## config.mk

```make
export PLATFORM = sky130hd
export DESIGN_NAME = load_scoreboard_flat
export DESIGN_NICKNAME = d
export VERILOG_FILES = /design/src/rtl/load_scoreboard_if.sv /design/src/rtl/load_scoreboard.sv /design/src/flat_wrapper.sv
export SDC_FILE = /design/constraint.sdc
export NUM_CORES = 1
export LEC_CHECK = 0
export CORE_MARGIN = 10
export CORE_UTILIZATION = 54
export DETAILED_ROUTE_END_ITERATION = 12
export GPL_TIMING_DRIVEN = 1
export HOLD_SLACK_MARGIN = 0.15
export PLACE_DENSITY = 0.86
export SLEW_MARGIN = 20
export SYNTH_ARGS = -nofsm -noshare
export SYNTH_HDL_FRONTEND = slang
export SYNTH_SLANG_ARGS = --single-unit
```

## constraint.sdc

```tcl
create_clock -name i_clk -period 8.9 [get_ports i_clk]
set_input_delay 1.335 -clock i_clk [delete_from_list [all_inputs] [get_ports i_clk]]
set_output_delay 1.335 -clock i_clk [all_outputs]
set_load 0.01 [all_outputs]
```

## src/rtl/load_scoreboard_if.sv

```systemverilog
// Hazard-tracker bus: ID-stage instruction, EX handshake, flush, LSU completion
// and the scoreboard's stall/status outputs, bundled for the load scoreboard.
interface load_scoreboard_if #(
  parameter int MAX_OUTSTANDING = 4,
  parameter int CNT_W           = $clog2(MAX_OUTSTANDING + 1),
  parameter int STALL_CNT_W     = 32
);
  logic [31:0]            i_instr_ID;
  logic                   i_id_valid;
  logic                   i_ex_ready;
  logic                   i_flush;
  logic                   i_ld_done_valid;
  logic [4:0]             i_ld_done_rd;
  logic                   o_stall_ID;
  logic [31:0]            o_busy_mask;
  logic [CNT_W-1:0]       o_outstanding;
  logic                   o_err;
  logic [STALL_CNT_W-1:0] o_stall_cnt;

  // Pipeline side: drives the ID/EX/LSU view, observes stall and status.
  modport master (
    output i_instr_ID, i_id_valid, i_ex_ready, i_flush, i_ld_done_valid, i_ld_done_rd,
    input  o_stall_ID, o_busy_mask, o_outstanding, o_err, o_stall_cnt
  );

  // Scoreboard side.
  modport slave (
    input  i_instr_ID, i_id_valid, i_ex_ready, i_flush, i_ld_done_valid, i_ld_done_rd,
    output o_stall_ID, o_busy_mask, o_outstanding, o_err, o_stall_cnt
  );
endinterface

```

## src/rtl/load_scoreboard.sv

```systemverilog
// Load scoreboard: tracks registers targeted by loads that have issued to EX
// but not yet written back, and stalls ID on RAW/WAW hazards against them or
// when the number of loads in flight has reached its limit.
module load_scoreboard #(
  parameter int MAX_OUTSTANDING = 4,
  parameter int CNT_W           = $clog2(MAX_OUTSTANDING + 1),
  parameter int STALL_CNT_W     = 32
) (
  input  logic             i_clk,
  input  logic             i_rst_n,
  load_scoreboard_if.slave bus
);

  localparam logic [4:0] OPC_LOAD   = 5'b00000;
  localparam logic [4:0] OPC_STORE  = 5'b01000;
  localparam logic [4:0] OPC_BRANCH = 5'b11000;
  localparam logic [4:0] OPC_OP     = 5'b01100;
  localparam logic [4:0] OPC_LUI    = 5'b01101;
  localparam logic [4:0] OPC_AUIPC  = 5'b00101;
  localparam logic [4:0] OPC_JAL    = 5'b11011;

  logic [4:0]             opc, rd, rs1, rs2;
  logic                   uses_rs1, uses_rs2, writes_rd, is_load;
  logic [31:0]            done_mask, eff_busy, issue_mask;
  logic                   at_max, hazard, stall, issue;
  logic                   done_legal;

  logic [31:0]            busy_q, busy_d;
  logic [CNT_W-1:0]       outstanding_q, outstanding_d;
  logic                   err_q, err_d;
  logic [STALL_CNT_W-1:0] stall_cnt_q, stall_cnt_d;

  assign opc = bus.i_instr_ID[6:2];
  assign rd  = bus.i_instr_ID[11:7];
  assign rs1 = bus.i_instr_ID[19:15];
  assign rs2 = bus.i_instr_ID[24:20];

  assign uses_rs1  = !((opc == OPC_LUI) || (opc == OPC_AUIPC) || (opc == OPC_JAL));
  assign uses_rs2  = (opc == OPC_OP) || (opc == OPC_STORE) || (opc == OPC_BRANCH);
  assign writes_rd = !((opc == OPC_STORE) || (opc == OPC_BRANCH));
  assign is_load   = (opc == OPC_LOAD);

  // A completing load frees its register for the ID check in the same cycle.
  // busy_q[0] is never set, so x0 can never produce a hazard.
  assign eff_busy = busy_q & ~done_mask;
  assign at_max   = (outstanding_q == CNT_W'(MAX_OUTSTANDING));

  assign hazard = (uses_rs1 & eff_busy[rs1]) |
                  (uses_rs2 & eff_busy[rs2]) |
                  (writes_rd & eff_busy[rd]) |
                  (is_load & at_max & ~bus.i_ld_done_valid);

  // Held low during reset so the pipeline sees no stall while tracking is void.
  assign stall = i_rst_n & bus.i_id_valid & ~bus.i_flush & hazard;
  assign issue = bus.i_id_valid & ~bus.i_flush & ~stall & bus.i_ex_ready & is_load;

  // A completion only decrements the count when something is actually in flight.
  assign done_legal = bus.i_ld_done_valid && (outstanding_q != '0);

  // Per-register clear/set terms; a new load to a register wins over its completion.
  assign done_mask[0]  = 1'b0;
  assign issue_mask[0] = 1'b0;
  assign busy_d[0]     = 1'b0;
  for (genvar gi = 1; gi < 32; gi++) begin : g_busy
    assign done_mask[gi]  = bus.i_ld_done_valid && (bus.i_ld_done_rd == 5'(gi));
    assign issue_mask[gi] = issue && (rd == 5'(gi));
    assign busy_d[gi]     = (busy_q[gi] & ~done_mask[gi]) | issue_mask[gi];
  end

  // Next-state for the in-flight count, sticky error and stall statistics.
  always_comb begin
    outstanding_d = outstanding_q;
    if (issue && !done_legal) begin
      outstanding_d = outstanding_q + CNT_W'(1);
    end else if (!issue && done_legal) begin
      outstanding_d = outstanding_q - CNT_W'(1);
    end

    err_d = err_q;
    if (bus.i_ld_done_valid &&
        ((outstanding_q == '0) || ((bus.i_ld_done_rd != 5'd0) && !busy_q[bus.i_ld_done_rd]))) begin
      err_d = 1'b1;
    end

    stall_cnt_d = stall_cnt_q;
    if (stall && (stall_cnt_q != '1)) begin
      stall_cnt_d = stall_cnt_q + STALL_CNT_W'(1);
    end
  end

  // State registers; reset discards all in-flight tracking immediately.
  always_ff @(posedge i_clk or negedge i_rst_n) begin
    if (!i_rst_n) begin
      busy_q        <= '0;
      outstanding_q <= '0;
      err_q         <= 1'b0;
      stall_cnt_q   <= '0;
    end else begin
      busy_q        <= busy_d;
      outstanding_q <= outstanding_d;
      err_q         <= err_d;
      stall_cnt_q   <= stall_cnt_d;
    end
  end

  assign bus.o_stall_ID    = stall;
  assign bus.o_busy_mask   = busy_q;
  assign bus.o_outstanding = outstanding_q;
  assign bus.o_err         = err_q;
  assign bus.o_stall_cnt   = stall_cnt_q;

endmodule

```

## src/flat_wrapper.sv

```systemverilog
// flat-port wrapper written by rule: the top's interface ports become plain ports
module load_scoreboard_flat 
#(
  parameter int MAX_OUTSTANDING = 4,
  parameter int CNT_W           = $clog2(MAX_OUTSTANDING + 1),
  parameter int STALL_CNT_W     = 32
)
  (i_clk, i_rst_n, bus_i_instr_ID, bus_i_id_valid, bus_i_ex_ready, bus_i_flush, bus_i_ld_done_valid, bus_i_ld_done_rd, bus_o_stall_ID, bus_o_busy_mask, bus_o_outstanding, bus_o_err, bus_o_stall_cnt);
  load_scoreboard_if #(.MAX_OUTSTANDING(MAX_OUTSTANDING), .CNT_W(CNT_W), .STALL_CNT_W(STALL_CNT_W)) bus_i ();
  input  logic i_clk;
  input  logic i_rst_n;
  input wire logic [$bits(bus_i.i_instr_ID)-1:0] bus_i_instr_ID;
  input wire logic [$bits(bus_i.i_id_valid)-1:0] bus_i_id_valid;
  input wire logic [$bits(bus_i.i_ex_ready)-1:0] bus_i_ex_ready;
  input wire logic [$bits(bus_i.i_flush)-1:0] bus_i_flush;
  input wire logic [$bits(bus_i.i_ld_done_valid)-1:0] bus_i_ld_done_valid;
  input wire logic [$bits(bus_i.i_ld_done_rd)-1:0] bus_i_ld_done_rd;
  output wire logic [$bits(bus_i.o_stall_ID)-1:0] bus_o_stall_ID;
  output wire logic [$bits(bus_i.o_busy_mask)-1:0] bus_o_busy_mask;
  output wire logic [$bits(bus_i.o_outstanding)-1:0] bus_o_outstanding;
  output wire logic [$bits(bus_i.o_err)-1:0] bus_o_err;
  output wire logic [$bits(bus_i.o_stall_cnt)-1:0] bus_o_stall_cnt;
  assign bus_i.i_instr_ID = bus_i_instr_ID;
  assign bus_i.i_id_valid = bus_i_id_valid;
  assign bus_i.i_ex_ready = bus_i_ex_ready;
  assign bus_i.i_flush = bus_i_flush;
  assign bus_i.i_ld_done_valid = bus_i_ld_done_valid;
  assign bus_i.i_ld_done_rd = bus_i_ld_done_rd;
  assign bus_o_stall_ID = bus_i.o_stall_ID;
  assign bus_o_busy_mask = bus_i.o_busy_mask;
  assign bus_o_outstanding = bus_i.o_outstanding;
  assign bus_o_err = bus_i.o_err;
  assign bus_o_stall_cnt = bus_i.o_stall_cnt;
  load_scoreboard #(.MAX_OUTSTANDING(MAX_OUTSTANDING), .CNT_W(CNT_W), .STALL_CNT_W(STALL_CNT_W)) u_core (.i_clk(i_clk), .i_rst_n(i_rst_n), .bus(bus_i));
endmodule
```

==> flow_metrics.py <==
metrics = {
    "critical_path": {
        "path_class": "in2out",
        "cp-start-kind": "input port",
        "endpoint_kind": "output port",
        "cp_cell_sequence": "clkdlybuf4s50_1 > nand2b_1 > o21ai_0 > mux2i_1 > a2111oi_2 > o221ai_1 > nor4_2 > a211oi_4 > clkdlybuf4s50_1",
        "r2r_start": "u_core.bus.o_busy_mask[14]",
        "crit_arrival_ns": 5.30,
        "required_ns": 7.57,
        "cp_max_fo": 13,
        "r2r_cells": 16,
        "cpMaxStageDelayCell": "clkdlybuf4s50_1",
        "rrSetupSlack_ns": 4.58,
        "r2r-end": "u_core.bus.o_outstanding[2]",
        "critPathMaxStageDelay_ns": 0.71,
        "path_common_cell": "clkdlybuf4s50_1",
    },
    "layout": {
        "final_nets": 623,
        "seq_area_um2": 1677,
        "fillers": 657,
        "syn_to_final_growth_pct": 26.42,
        "layout_common_cells": "clkdlybuf4s50_1 (97), dfrtp_1 (67), o21ai_0 (38)",
        "final_common_cell": "clkdlybuf4s50_1",
        "multi_input_area_um2": 2773,
        "drive_above_1_share_pct": 8.950,
        "final_core_util_pct": 70.83,
        "diodes": 0,
    },
    "clock_network": {
        "hold_buffers": 0,
        "cts_resized": 0,
        "clockBufferDepth": 2,
        "clkTransAtPathRegs_ns": 0.08,
        "cts_buffers": 9,
        "cts_setup_buffers": 0,
        "clk_root_buffer_cell": "clkbuf_8",
        "cts_sinks": 67,
        "cts_max_level": 3,
        "cts_tree": "done",
        "clkLatencyLatePin_ns": 0.35,
    },
    "timing": {
        "setup_viol": 0,
        "setup_slack_ns": 2.267,
        "hold_viol_final": 0,
        "slew_viol_final": 0,
        "period_needed_ns": 6.633,
        "setup-tns-final_ns": 0,
        "timing.fmax_mhz": 150.8,
        "slew_headroom_pct": 30.12,
        "hold_ws_ns": 0.4786,
        "final.period_utilization_pct": 74.53,
        "rsz0062_at_grt": "no",
        "skew_ns": 0.01111,
        "tightest_slew_ns": 1.043,
    },
    "global_routing": {
        "grt_busiest_layer": "met2",
        "gr-total-overflow": 0,
        "antenna_found_initial": 0,
        "grt_use_met1_pct": 30.66,
        "grt_start_max_net_pins": 70,
        "grtUsageMet2_pct": 40.75,
        "grt_pass1_wl_mm": 26.58,
        "use_met3_pct": 9.318,
        "grt_pass1_vias": 4823,
        "grt_usage_pct": 25.74,
    },
    "status": {
        "status": "complete, no violations",
    },
    "min_path": {
        "min_to": "u_core.bus.o_err",
        "hp-class": "reg2reg",
        "hold_path_startpoint": "u_core.bus.o_err",
        "holdPathStages": 1,
    },
    "drt": {
        "first_pass_iters": 6,
        "drtIter0Drc": 423,
        "num_vias": 4697,
        "via_per_inst": 6.847,
        "post_drt_wl_per_cell_um": 24.29,
        "wl_mm": 16.66,
        "post-route-drc-count": 0,
        "antenna_left": 0,
    },
    "logic_synthesis": {
        "synth_edf_count": 0,
        "syn_inst": 497,
        "yosysSeqAreaShare_pct": 36.24,
        "yosys_warnings": 0,
        "synth.top_cell.area_share_pct": 36.24,
        "syn-num-nets": 543,
        "synth-async-reset-ratio_pct": 100.0,
        "ys_seq_elements": 67,
        "synth_cell_type_count": 63,
        "synthTopCellsByArea": "dfrtp_1 (36%), xnor2_1 (6.2%), mux4_2 (5.8%), o21ai_0 (4.1%), and3_1 (3.1%)",
        "ys.flop_type": "dfrtp_1",
        "syn_area_per_cell_um2": 9.310,
        "syn_area_um2": 4627,
        "synth_largest_area_cell": "dfrtp_1",
    },
    "power": {
        "leakage_nw": 2.274,
        "p_per_area_nw_per_um2": 136.7,
        "ir_drop_mv": 0.1579,
    },
    "placement": {
        "io_buffers": 98,
        "post-place-ws_ns": 2.426,
        "finalWeightedCongestion": 0.9841,
        "hpwl_mm": 12.04,
    },
    "job": {
        "max_cap_viol_count": 0,
    },
    "floorplanning": {
        "start_util_pct": 56.03,
        "io_pins": 112,
        "dieWidth_um": 112.6,
        "die_area_um2": 12670,
        "coreArea_um2": 8258,
        "die_y_um": 112.6,
        "rows": 33,
    },
}
[synthesized netlist by cell type (7+ instances only)]
cell type  count
clkbuf_1      20
nor3_1        12
mux2i_1       14
o21ai_0       38
and2_1         7
o31ai_2        7
mux4_2        12
buf_2          7
nand4_1       17
dfrtp_1       67
o21ai_1       26
xnor2_1       33
nand2_1       25
and3_1        23
mux2_2         7
nor2_1        24
o211ai_1       8
nand3_1       26
nand2b_1      10
o2111ai_1      7
inv_1         13
[per-stage QoR]
| step | instance area [µm²] | std cells | power (mW) |
|---|---|---|---|
| CTS | 5849 | 686 | 0.8007 |
| global placement | 5635 | 671 | 0.5089 |
| finish | 5849 | 686 | 0.7995 |
| global route | 5849 | 686 | 0.8278 |
| floorplan | 4627 | 497 | 0.4319 |
| detailed placement | 5635 | 671 | 0.5150 |
[worst max-delay path, delay by kind of cell]
family | cells | cell delay (ns)
AO/OA/AOI/OAI | 4 | 1.37
buffers and inverters | 2 | 1.23
multiplexers | 1 | 0.24
AND/OR/NAND/NOR | 2 | 1.12
[logic make-up after synthesis]
| kind of cell | Yosys count | share of synthesized area [%] |
|---|---|---|
| other | 1 | 0.08105 |
| and+or+nand+nor | 186 | 22.88 |
| muxes | 34 | 10.82 |
| DFF | 67 | 36.24 |
| AOI/OAI and AO/OA | 123 | 18.01 |
| buffers and inverters | 46 | 4.002 |
| adders and majority gates | 3 | 0.9734 |
| xor gates and xnor gates | 37 | 7.004 |
[worst max-delay path by stage]
stage | start | end | slack (ns) | depth (start not counted)
global route | bus_i_ld_done_rd[1] | bus_o_stall_ID | 2.03 | 9
detailed placement | bus_i_instr_ID[20] | bus_o_stall_ID | 2.43 | 9
global placement | bus_i_instr_ID[20] | bus_o_stall_ID | 2.46 | 9
floorplan | bus_i_ld_done_rd[1] | bus_o_stall_ID | 3.96 | 9
finish | bus_i_ld_done_rd[3] | bus_o_stall_ID | 2.27 | 9
CTS | bus_i_ld_done_rd[1] | bus_o_stall_ID | 2.38 | 9
[final cells by class]
cell class	count	share of cell area (%)
Multi-Input combinational cell	384	47.40
Clock buffer	9	2.118
Tap cell	105	2.246
Inverter	13	0.8342
Timing Repair Buffer	102	17.20
Sequential cell	67	28.66
Clock inverter	6	1.540
[layer usage]
layer	wire length [µm]	up-vias
li1	-	2042
met1	6325	2274
met2	7864	332
met3	1964	49
met4	508	0
met5	0	-
[sequential cells by signal (all words and copies together), names as in the netlist]
| signal | cells |
|---|---|
| u_core.bus.o_outstanding | 3 |
| u_core.bus.o_stall_cnt | 32 |
| u_core.bus.o_busy_mask | 31 |
| u_core.bus.o_err | 1 |
[report_power, final]
part / total, mW / leakage (nW) / switching, mW / internal (mW)
clock network: 0.288 / 0.106 / 0.130 / 0.157
logic: 0.169 / 1.25 / 0.0894 / 0.0794
registers: 0.343 / 0.919 / 0.0225 / 0.321
total: 0.799 / 2.27 / 0.242 / 0.557
Note: power is estimated with default switching activity, not from simulation.
